### config.mk
export PLATFORM = sky130hd
export DESIGN_NAME = hazard_ctrl
export DESIGN_NICKNAME = d
export VERILOG_FILES = /design/src/rtl/hazard_ctrl_pkg.sv /design/src/rtl/md_busy_tracker.sv /design/src/rtl/hazard_ctrl.sv
export SDC_FILE = /design/constraint.sdc
export NUM_CORES = 1
export LEC_CHECK = 0
export CORE_UTILIZATION = 60
export DETAILED_ROUTE_END_ITERATION = 10
export DONT_BUFFER_PORTS = 1
export PLACE_DENSITY = 0.85
export SYNTH_ARGS = -nofsm -noshare
export SYNTH_HDL_FRONTEND = slang
export SYNTH_HIERARCHICAL = 1
export SYNTH_SLANG_ARGS = --single-unit
### constraint.sdc
create_clock -name clk -period 3.4 [get_ports clk]
set_clock_uncertainty 0.1 [all_clocks]
set_input_delay 0.68 -clock clk [delete_from_list [all_inputs] [get_ports clk]]
set_output_delay 0.68 -clock clk [all_outputs]
set_load 0.02 [all_outputs]
### src/rtl/hazard_ctrl_pkg.sv
// Shared encodings for the hazard controller: forwarding selects,
// mult/div busy FSM states and the register-compare helper.
package hazard_ctrl_pkg;

    // Forwarding select encodings for the E-stage ALU operand muxes
    localparam logic [1:0] FWD_RF = 2'b00;
    localparam logic [1:0] FWD_W  = 2'b01;
    localparam logic [1:0] FWD_M  = 2'b10;

    typedef enum logic {
        MD_IDLE = 1'b0,
        MD_BUSY = 1'b1
    } md_state_e;

    // A producer matches a consumer only when it writes, the addresses agree
    // and the register is not $0 (which is hard-wired to zero).
    function automatic logic reg_hit(input logic we, input logic [4:0] dst,
                                     input logic [4:0] src);
        return we && (dst != 5'd0) && (dst == src);
    endfunction

endpackage

### src/rtl/md_busy_tracker.sv
// Busy tracker for the multi-cycle HI/LO unit. busy_o rises the cycle
// after start_i and stays high for exactly the op's cycle count; a new
// start while busy reloads the counter with the new op's length.
module md_busy_tracker
    import hazard_ctrl_pkg::*;
#(
    parameter int MULT_CYCLES = 5,
    parameter int DIV_CYCLES  = 10,
    parameter int CNT_W       = 4
) (
    input  logic clk,
    input  logic reset,
    input  logic start_i,
    input  logic div_i,
    output logic busy_o
);

    localparam logic [CNT_W-1:0] MULT_LOAD = CNT_W'(MULT_CYCLES - 1);
    localparam logic [CNT_W-1:0] DIV_LOAD  = CNT_W'(DIV_CYCLES - 1);

    md_state_e        state_q;
    logic [CNT_W-1:0] cnt_q;
    logic             busy_q;

    // Busy FSM with down-counter; start has priority so a new op overrides
    always_ff @(posedge clk) begin
        if (reset) begin
            state_q <= MD_IDLE;
            cnt_q   <= '0;
            busy_q  <= 1'b0;
        end else if (start_i) begin
            state_q <= MD_BUSY;
            cnt_q   <= div_i ? DIV_LOAD : MULT_LOAD;
            busy_q  <= 1'b1;
        end else if (state_q == MD_BUSY) begin
            if (cnt_q == '0) begin
                state_q <= MD_IDLE;
                busy_q  <= 1'b0;
            end else begin
                cnt_q <= cnt_q - 1'b1;
            end
        end
    end

    assign busy_o = busy_q;

endmodule

### src/rtl/hazard_ctrl.sv
// Hazard and sequencing controller for the 5-stage pipeline: stall/flush
// generation, forwarding selects, HI/LO busy tracking and a saturating
// stalled-cycle counter.
module hazard_ctrl
    import hazard_ctrl_pkg::*;
#(
    parameter int MULT_CYCLES = 5,
    parameter int DIV_CYCLES  = 10,
    parameter int CNT_W       = 4
) (
    input  logic        clk,
    input  logic        reset,
    input  logic [4:0]  RsD,
    input  logic [4:0]  RtD,
    input  logic        UseRsD,
    input  logic        UseRtD,
    input  logic        BranchD,
    input  logic        MdUseD,
    input  logic [4:0]  RsE,
    input  logic [4:0]  RtE,
    input  logic [4:0]  RegAddrE,
    input  logic        RegWriteE,
    input  logic        MemtoRegE,
    input  logic        MdStartE,
    input  logic        MdDivE,
    input  logic [4:0]  RegAddrM,
    input  logic        RegWriteM,
    input  logic        MemtoRegM,
    input  logic [4:0]  RegAddrW,
    input  logic        RegWriteW,
    output logic        StallF,
    output logic        StallD,
    output logic        FlushE,
    output logic        ForwardAD,
    output logic        ForwardBD,
    output logic [1:0]  ForwardAE,
    output logic [1:0]  ForwardBE,
    output logic        MdBusy,
    output logic [31:0] StallCnt
);

    logic        md_busy;
    logic        lwstall, brstall, mdstall, stall;
    logic [31:0] stall_cnt_q;

    md_busy_tracker #(
        .MULT_CYCLES(MULT_CYCLES),
        .DIV_CYCLES (DIV_CYCLES),
        .CNT_W      (CNT_W)
    ) u_md_busy (
        .clk    (clk),
        .reset  (reset),
        .start_i(MdStartE),
        .div_i  (MdDivE),
        .busy_o (md_busy)
    );

    // The busy flag reads as clear during the reset cycle so that a pending
    // HI/LO op cannot stall the pipe while it is being reset.
    assign MdBusy = md_busy & ~reset;

    // Stall causes are independent; any combination gives one stall cycle
    always_comb begin
        lwstall = MemtoRegE & RegWriteE &
                  ((UseRsD & reg_hit(1'b1, RegAddrE, RsD)) |
                   (UseRtD & reg_hit(1'b1, RegAddrE, RtD)));
        brstall = BranchD &
                  (reg_hit(RegWriteE, RegAddrE, RsD) | reg_hit(RegWriteE, RegAddrE, RtD) |
                   reg_hit(MemtoRegM, RegAddrM, RsD) | reg_hit(MemtoRegM, RegAddrM, RtD));
        mdstall = MdUseD & (MdBusy | MdStartE);
        stall   = lwstall | brstall | mdstall;
    end

    assign StallF = stall;
    assign StallD = stall;
    assign FlushE = stall;

    // Forwarding selects; the younger result in M wins over W
    always_comb begin
        ForwardAE = FWD_RF;
        ForwardBE = FWD_RF;
        if (reg_hit(RegWriteM, RegAddrM, RsE))      ForwardAE = FWD_M;
        else if (reg_hit(RegWriteW, RegAddrW, RsE)) ForwardAE = FWD_W;
        if (reg_hit(RegWriteM, RegAddrM, RtE))      ForwardBE = FWD_M;
        else if (reg_hit(RegWriteW, RegAddrW, RtE)) ForwardBE = FWD_W;
        ForwardAD = reg_hit(RegWriteM, RegAddrM, RsD);
        ForwardBD = reg_hit(RegWriteM, RegAddrM, RtD);
    end

    // Saturating count of stalled cycles
    always_ff @(posedge clk) begin
        if (reset) begin
            stall_cnt_q <= '0;
        end else if (stall && (stall_cnt_q != 32'hFFFF_FFFF)) begin
            stall_cnt_q <= stall_cnt_q + 32'd1;
        end
    end

    assign StallCnt = stall_cnt_q;

endmodule

==> flow_results.xml <==
<?xml version="1.0" encoding="UTF-8"?>
<metrics>
  <group name="sta">
    <metric name="grt_setup_unrepaired" unit="">false</metric>
    <metric name="setup-violations-final" unit="">0</metric>
    <metric name="final-max-slew-violation-count" unit="">0</metric>
    <metric name="final.setup.tns" unit="ns">0</metric>
    <metric name="worst_pin_slew" unit="ns">0.500</metric>
    <metric name="slew_headroom" unit="">0.666</metric>
    <metric name="post-route-min-period" unit="ns">3.06</metric>
    <metric name="finalCritPeriodShare" unit="">0.899</metric>
    <metric name="fmaxAchievable" unit="MHz">327</metric>
    <metric name="timing.final.hold_violations" unit="">0</metric>
  </group>
  <group name="synth">
    <metric name="syn_area_per_cell" unit="um2">8.00</metric>
    <metric name="netlist_top_cells_count" unit="">38 x sky130_fd_sc_hd__dfxtp_1, 32 x sky130_fd_sc_hd__nor2_1, 31 x sky130_fd_sc_hd__xor2_1, 28 x sky130_fd_sc_hd__xnor2_1, 18 x sky130_fd_sc_hd__nand2_1</metric>
    <metric name="ys_seq_elements" unit="">38</metric>
    <metric name="synth_largest_type_area_fraction" unit="">0.311</metric>
    <metric name="yosysUniqueCellTypes" unit="">42</metric>
    <metric name="synthMostInstantiatedCell" unit="">sky130_fd_sc_hd__dfxtp_1</metric>
    <metric name="post_synth_inst_count" unit="">306</metric>
    <metric name="yosys_warnings" unit="">6</metric>
    <metric name="synth_enable_flop_cells" unit="">0</metric>
    <metric name="post_synth_instance_area" unit="um2">2450</metric>
    <metric name="syn_nets" unit="">356</metric>
    <metric name="synth_async_sr_flop_share" unit="">0</metric>
    <metric name="synth-seq-area-share" unit="">0.311</metric>
    <metric name="synth.top_cells.by_area" unit="">sky130_fd_sc_hd__dfxtp_1 31%, sky130_fd_sc_hd__xor2_1 11%, sky130_fd_sc_hd__xnor2_1 10%, sky130_fd_sc_hd__nor2_1 4.9%, sky130_fd_sc_hd__a21oi_1 3.5%</metric>
    <metric name="ys.flop_type" unit="">sky130_fd_sc_hd__dfxtp_1</metric>
    <metric name="synth_top_cell_by_area" unit="">sky130_fd_sc_hd__dfxtp_1</metric>
  </group>
  <group name="global_route">
    <metric name="grt_first_pass_wirelength" unit="um">8780</metric>
    <metric name="vias_in_the_first_global_route" unit="">2075</metric>
    <metric name="grt_remaining_overflow" unit="">0</metric>
    <metric name="grt_max_degree" unit="">42</metric>
    <metric name="grt_antenna_before_repair" unit="">0</metric>
    <metric name="grtUsageTotal" unit="">0.264</metric>
  </group>
  <group name="cells_and_area">
    <metric name="num_antenna_cells" unit="">0</metric>
    <metric name="layout-drive-gt1-share" unit="">0.0877</metric>
    <metric name="fillCellCount" unit="">348</metric>
    <metric name="area.sequential" unit="um2">761</metric>
    <metric name="design.final.nets" unit="">357</metric>
    <metric name="area.growth.synth_to_final" unit="%">6.03</metric>
    <metric name="multi_input_comb_area" unit="um2">1570</metric>
  </group>
  <group name="detailed_routing">
    <metric name="drt_pre_antenna_iters" unit="">5</metric>
    <metric name="drt-initial-drc-count" unit="">177</metric>
    <metric name="drc" unit="">0</metric>
    <metric name="antenna_left" unit="">0</metric>
    <metric name="wl_per_cell" unit="um">15.6</metric>
    <metric name="viasPerCell" unit="">6.19</metric>
    <metric name="detail_route.wirelength" unit="um">5570</metric>
    <metric name="route.vias.total" unit="">2205</metric>
  </group>
  <group name="cts">
    <metric name="post_cts_buffers" unit="">0</metric>
    <metric name="clkTransAtPathRegs" unit="ns">0.07</metric>
    <metric name="clk_latency" unit="ns">0.29</metric>
    <metric name="cts.htree.levels" unit="">2</metric>
    <metric name="cts_resized" unit="">0</metric>
    <metric name="clockBufferDepth" unit="">2</metric>
    <metric name="tritoncts" unit="">built</metric>
    <metric name="cts.hold.buffers_added" unit="">0</metric>
    <metric name="cts-buffers-inserted" unit="">5</metric>
    <metric name="clock_sink_count" unit="">38</metric>
    <metric name="clk_root_buffer_cell" unit="">sky130_fd_sc_hd__clkbuf_8</metric>
  </group>
  <group name="place">
    <metric name="globalplace.congestion" unit="">0.887</metric>
    <metric name="hpwlAfterDp" unit="um">4120</metric>
    <metric name="io_buffer_count" unit="">0</metric>
  </group>
  <group name="worst_setup_path">
    <metric name="ff2ff_setup_slack" unit="ns">0.54</metric>
    <metric name="timing_worst_setup_path_type" unit="">input pin to output port</metric>
    <metric name="kind_of_end_point_of_the_critical_path" unit="">output port</metric>
    <metric name="critical_path_required" unit="ns">2.62</metric>
    <metric name="start_kind" unit="">input pin</metric>
    <metric name="worstPathMaxFanout" unit="">4</metric>
    <metric name="critPathArrivalTime" unit="ns">2.28</metric>
  </group>
  <group name="floorplanning">
    <metric name="start_util" unit="">0.644</metric>
    <metric name="chipWidth" unit="um">65.9</metric>
    <metric name="coreArea" unit="um2">3800</metric>
    <metric name="row_count" unit="">22</metric>
    <metric name="io_pins" unit="">90</metric>
    <metric name="die_area" unit="um2">4340</metric>
    <metric name="vertical_die_dimension" unit="um">65.9</metric>
  </group>
  <group name="pwr">
    <metric name="power_density_normalized_to_cell_area" unit="nW/um2">342</metric>
    <metric name="power.static_leakage" unit="nW">0.874</metric>
    <metric name="vdd.ir_drop.worst" unit="V">0.000254</metric>
    <metric name="finalPower" unit="mW">0.888</metric>
  </group>
  <group name="run_status">
    <metric name="outcome" unit="">completed</metric>
  </group>
  <group name="hold_path">
    <metric name="hold_class" unit="">input pin to flip-flop</metric>
  </group>
  <group name="job">
    <metric name="timing.max_cap.violations" unit="">0</metric>
  </group>
</metrics>
## sequential cells by signal (all words and copies together), names as in the netlist
register	cells
u_md_busy/state_q	1
StallCnt	32
u_md_busy/cnt_q	4
u_md_busy/busy_o	1
## stage by stage
stage               utilization  instances  setup WS [ns]  hold slack, ns  cell area [um2]
global route              0.683        356          0.244           0.342             2590
floorplan                     -        306          0.160           0.343             2450
finish                    0.683        356          0.344           0.350             2590
global placement          0.659        348          0.366           0.351             2500
CTS                       0.683        356          0.353           0.339             2590
detailed placement        0.659        348          0.287           0.380             2500
## power breakdown
part | internal [mW] | switching [mW]
Combinational | 0.0519 | 0.0532
Clock | 0.163 | 0.156
Sequential | 0.453 | 0.0116
## final timing paths
kind                                  from                             to  depth (start not counted)
max                            RegAddrE[0]                         FlushE                          6
min                                  reset   u_md_busy/state_q$_SDFF_PP0_                          1
max reg2reg       StallCnt[0]$_SDFFE_PP0P_      StallCnt[25]$_SDFFE_PP0P_                          9
min reg2reg  u_md_busy/busy_o$_SDFFE_PP0P_  u_md_busy/busy_o$_SDFFE_PP0P_                          2
## layout make-up
class | instances | area share
Multi-Input combinational cell | 242 | 0.604
Sequential cell | 38 | 0.293
Clock buffer | 7 | 0.0333
Timing Repair Buffer | 11 | 0.0318
Tap cell | 48 | 0.0231
Inverter | 9 | 0.0130
Clock inverter | 1 | 0.00193
## metal layers
layer	vias to the layer above	part of all wire	track usage
met5	-	0	0
met3	17	0.072	0.0828
met1	1033	0.42	0.287
met2	85	0.49	0.464
met4	0	0.024	0.114
li1	1070	-	-
## cell usage in the layout, fill, tap and decap left out, types with 2 or more instances in the layout
cell type,synthesis,final
sky130_fd_sc_hd__inv_1,9,9
sky130_fd_sc_hd__buf_4,2,11
sky130_fd_sc_hd__ha_1,2,2
sky130_fd_sc_hd__nor3_2,1,2
sky130_fd_sc_hd__nand2_1,18,18
sky130_fd_sc_hd__nor4_1,9,9
sky130_fd_sc_hd__or4_1,8,8
sky130_fd_sc_hd__a21oi_1,17,17
sky130_fd_sc_hd__clkbuf_8,0,6
sky130_fd_sc_hd__xnor2_1,28,28
sky130_fd_sc_hd__nor2_1,32,32
sky130_fd_sc_hd__xor2_1,31,31
sky130_fd_sc_hd__o21ai_0,10,10
sky130_fd_sc_hd__nor4b_1,5,5
sky130_fd_sc_hd__nor3b_1,2,2
sky130_fd_sc_hd__nor2b_1,4,4
sky130_fd_sc_hd__a211oi_1,2,2
sky130_fd_sc_hd__dfxtp_1,38,38
sky130_fd_sc_hd__nor3_1,16,15
sky130_fd_sc_hd__nand4_1,8,8
sky130_fd_sc_hd__and3_1,4,4
sky130_fd_sc_hd__o31ai_1,2,2
sky130_fd_sc_hd__or3_1,6,6
sky130_fd_sc_hd__and4_1,4,4
sky130_fd_sc_hd__nand3_1,16,16
sky130_fd_sc_hd__mux2_2,3,3
## cell families after synthesis
logic type,count (synthesis),synth area share
and+or+nand+nor,140,0.313
DFF,38,0.311
AOI/OAI and AO/OA,37,0.0854
xor gates and xnor gates,59,0.211
buffers and inverters,26,0.0511
muxes,4,0.0179
adders and majority gates,2,0.0102
## worst max-delay path, cell delays in order
cell                      delay, ns
sky130_fd_sc_hd__or4_1         0.51
sky130_fd_sc_hd__o21a_1        0.20
sky130_fd_sc_hd__nand2_1       0.07
sky130_fd_sc_hd__o21ai_1       0.08
sky130_fd_sc_hd__nor3_2        0.38
sky130_fd_sc_hd__inv_1         0.36
No activity file was read; power rests on OpenSTA's default activity.
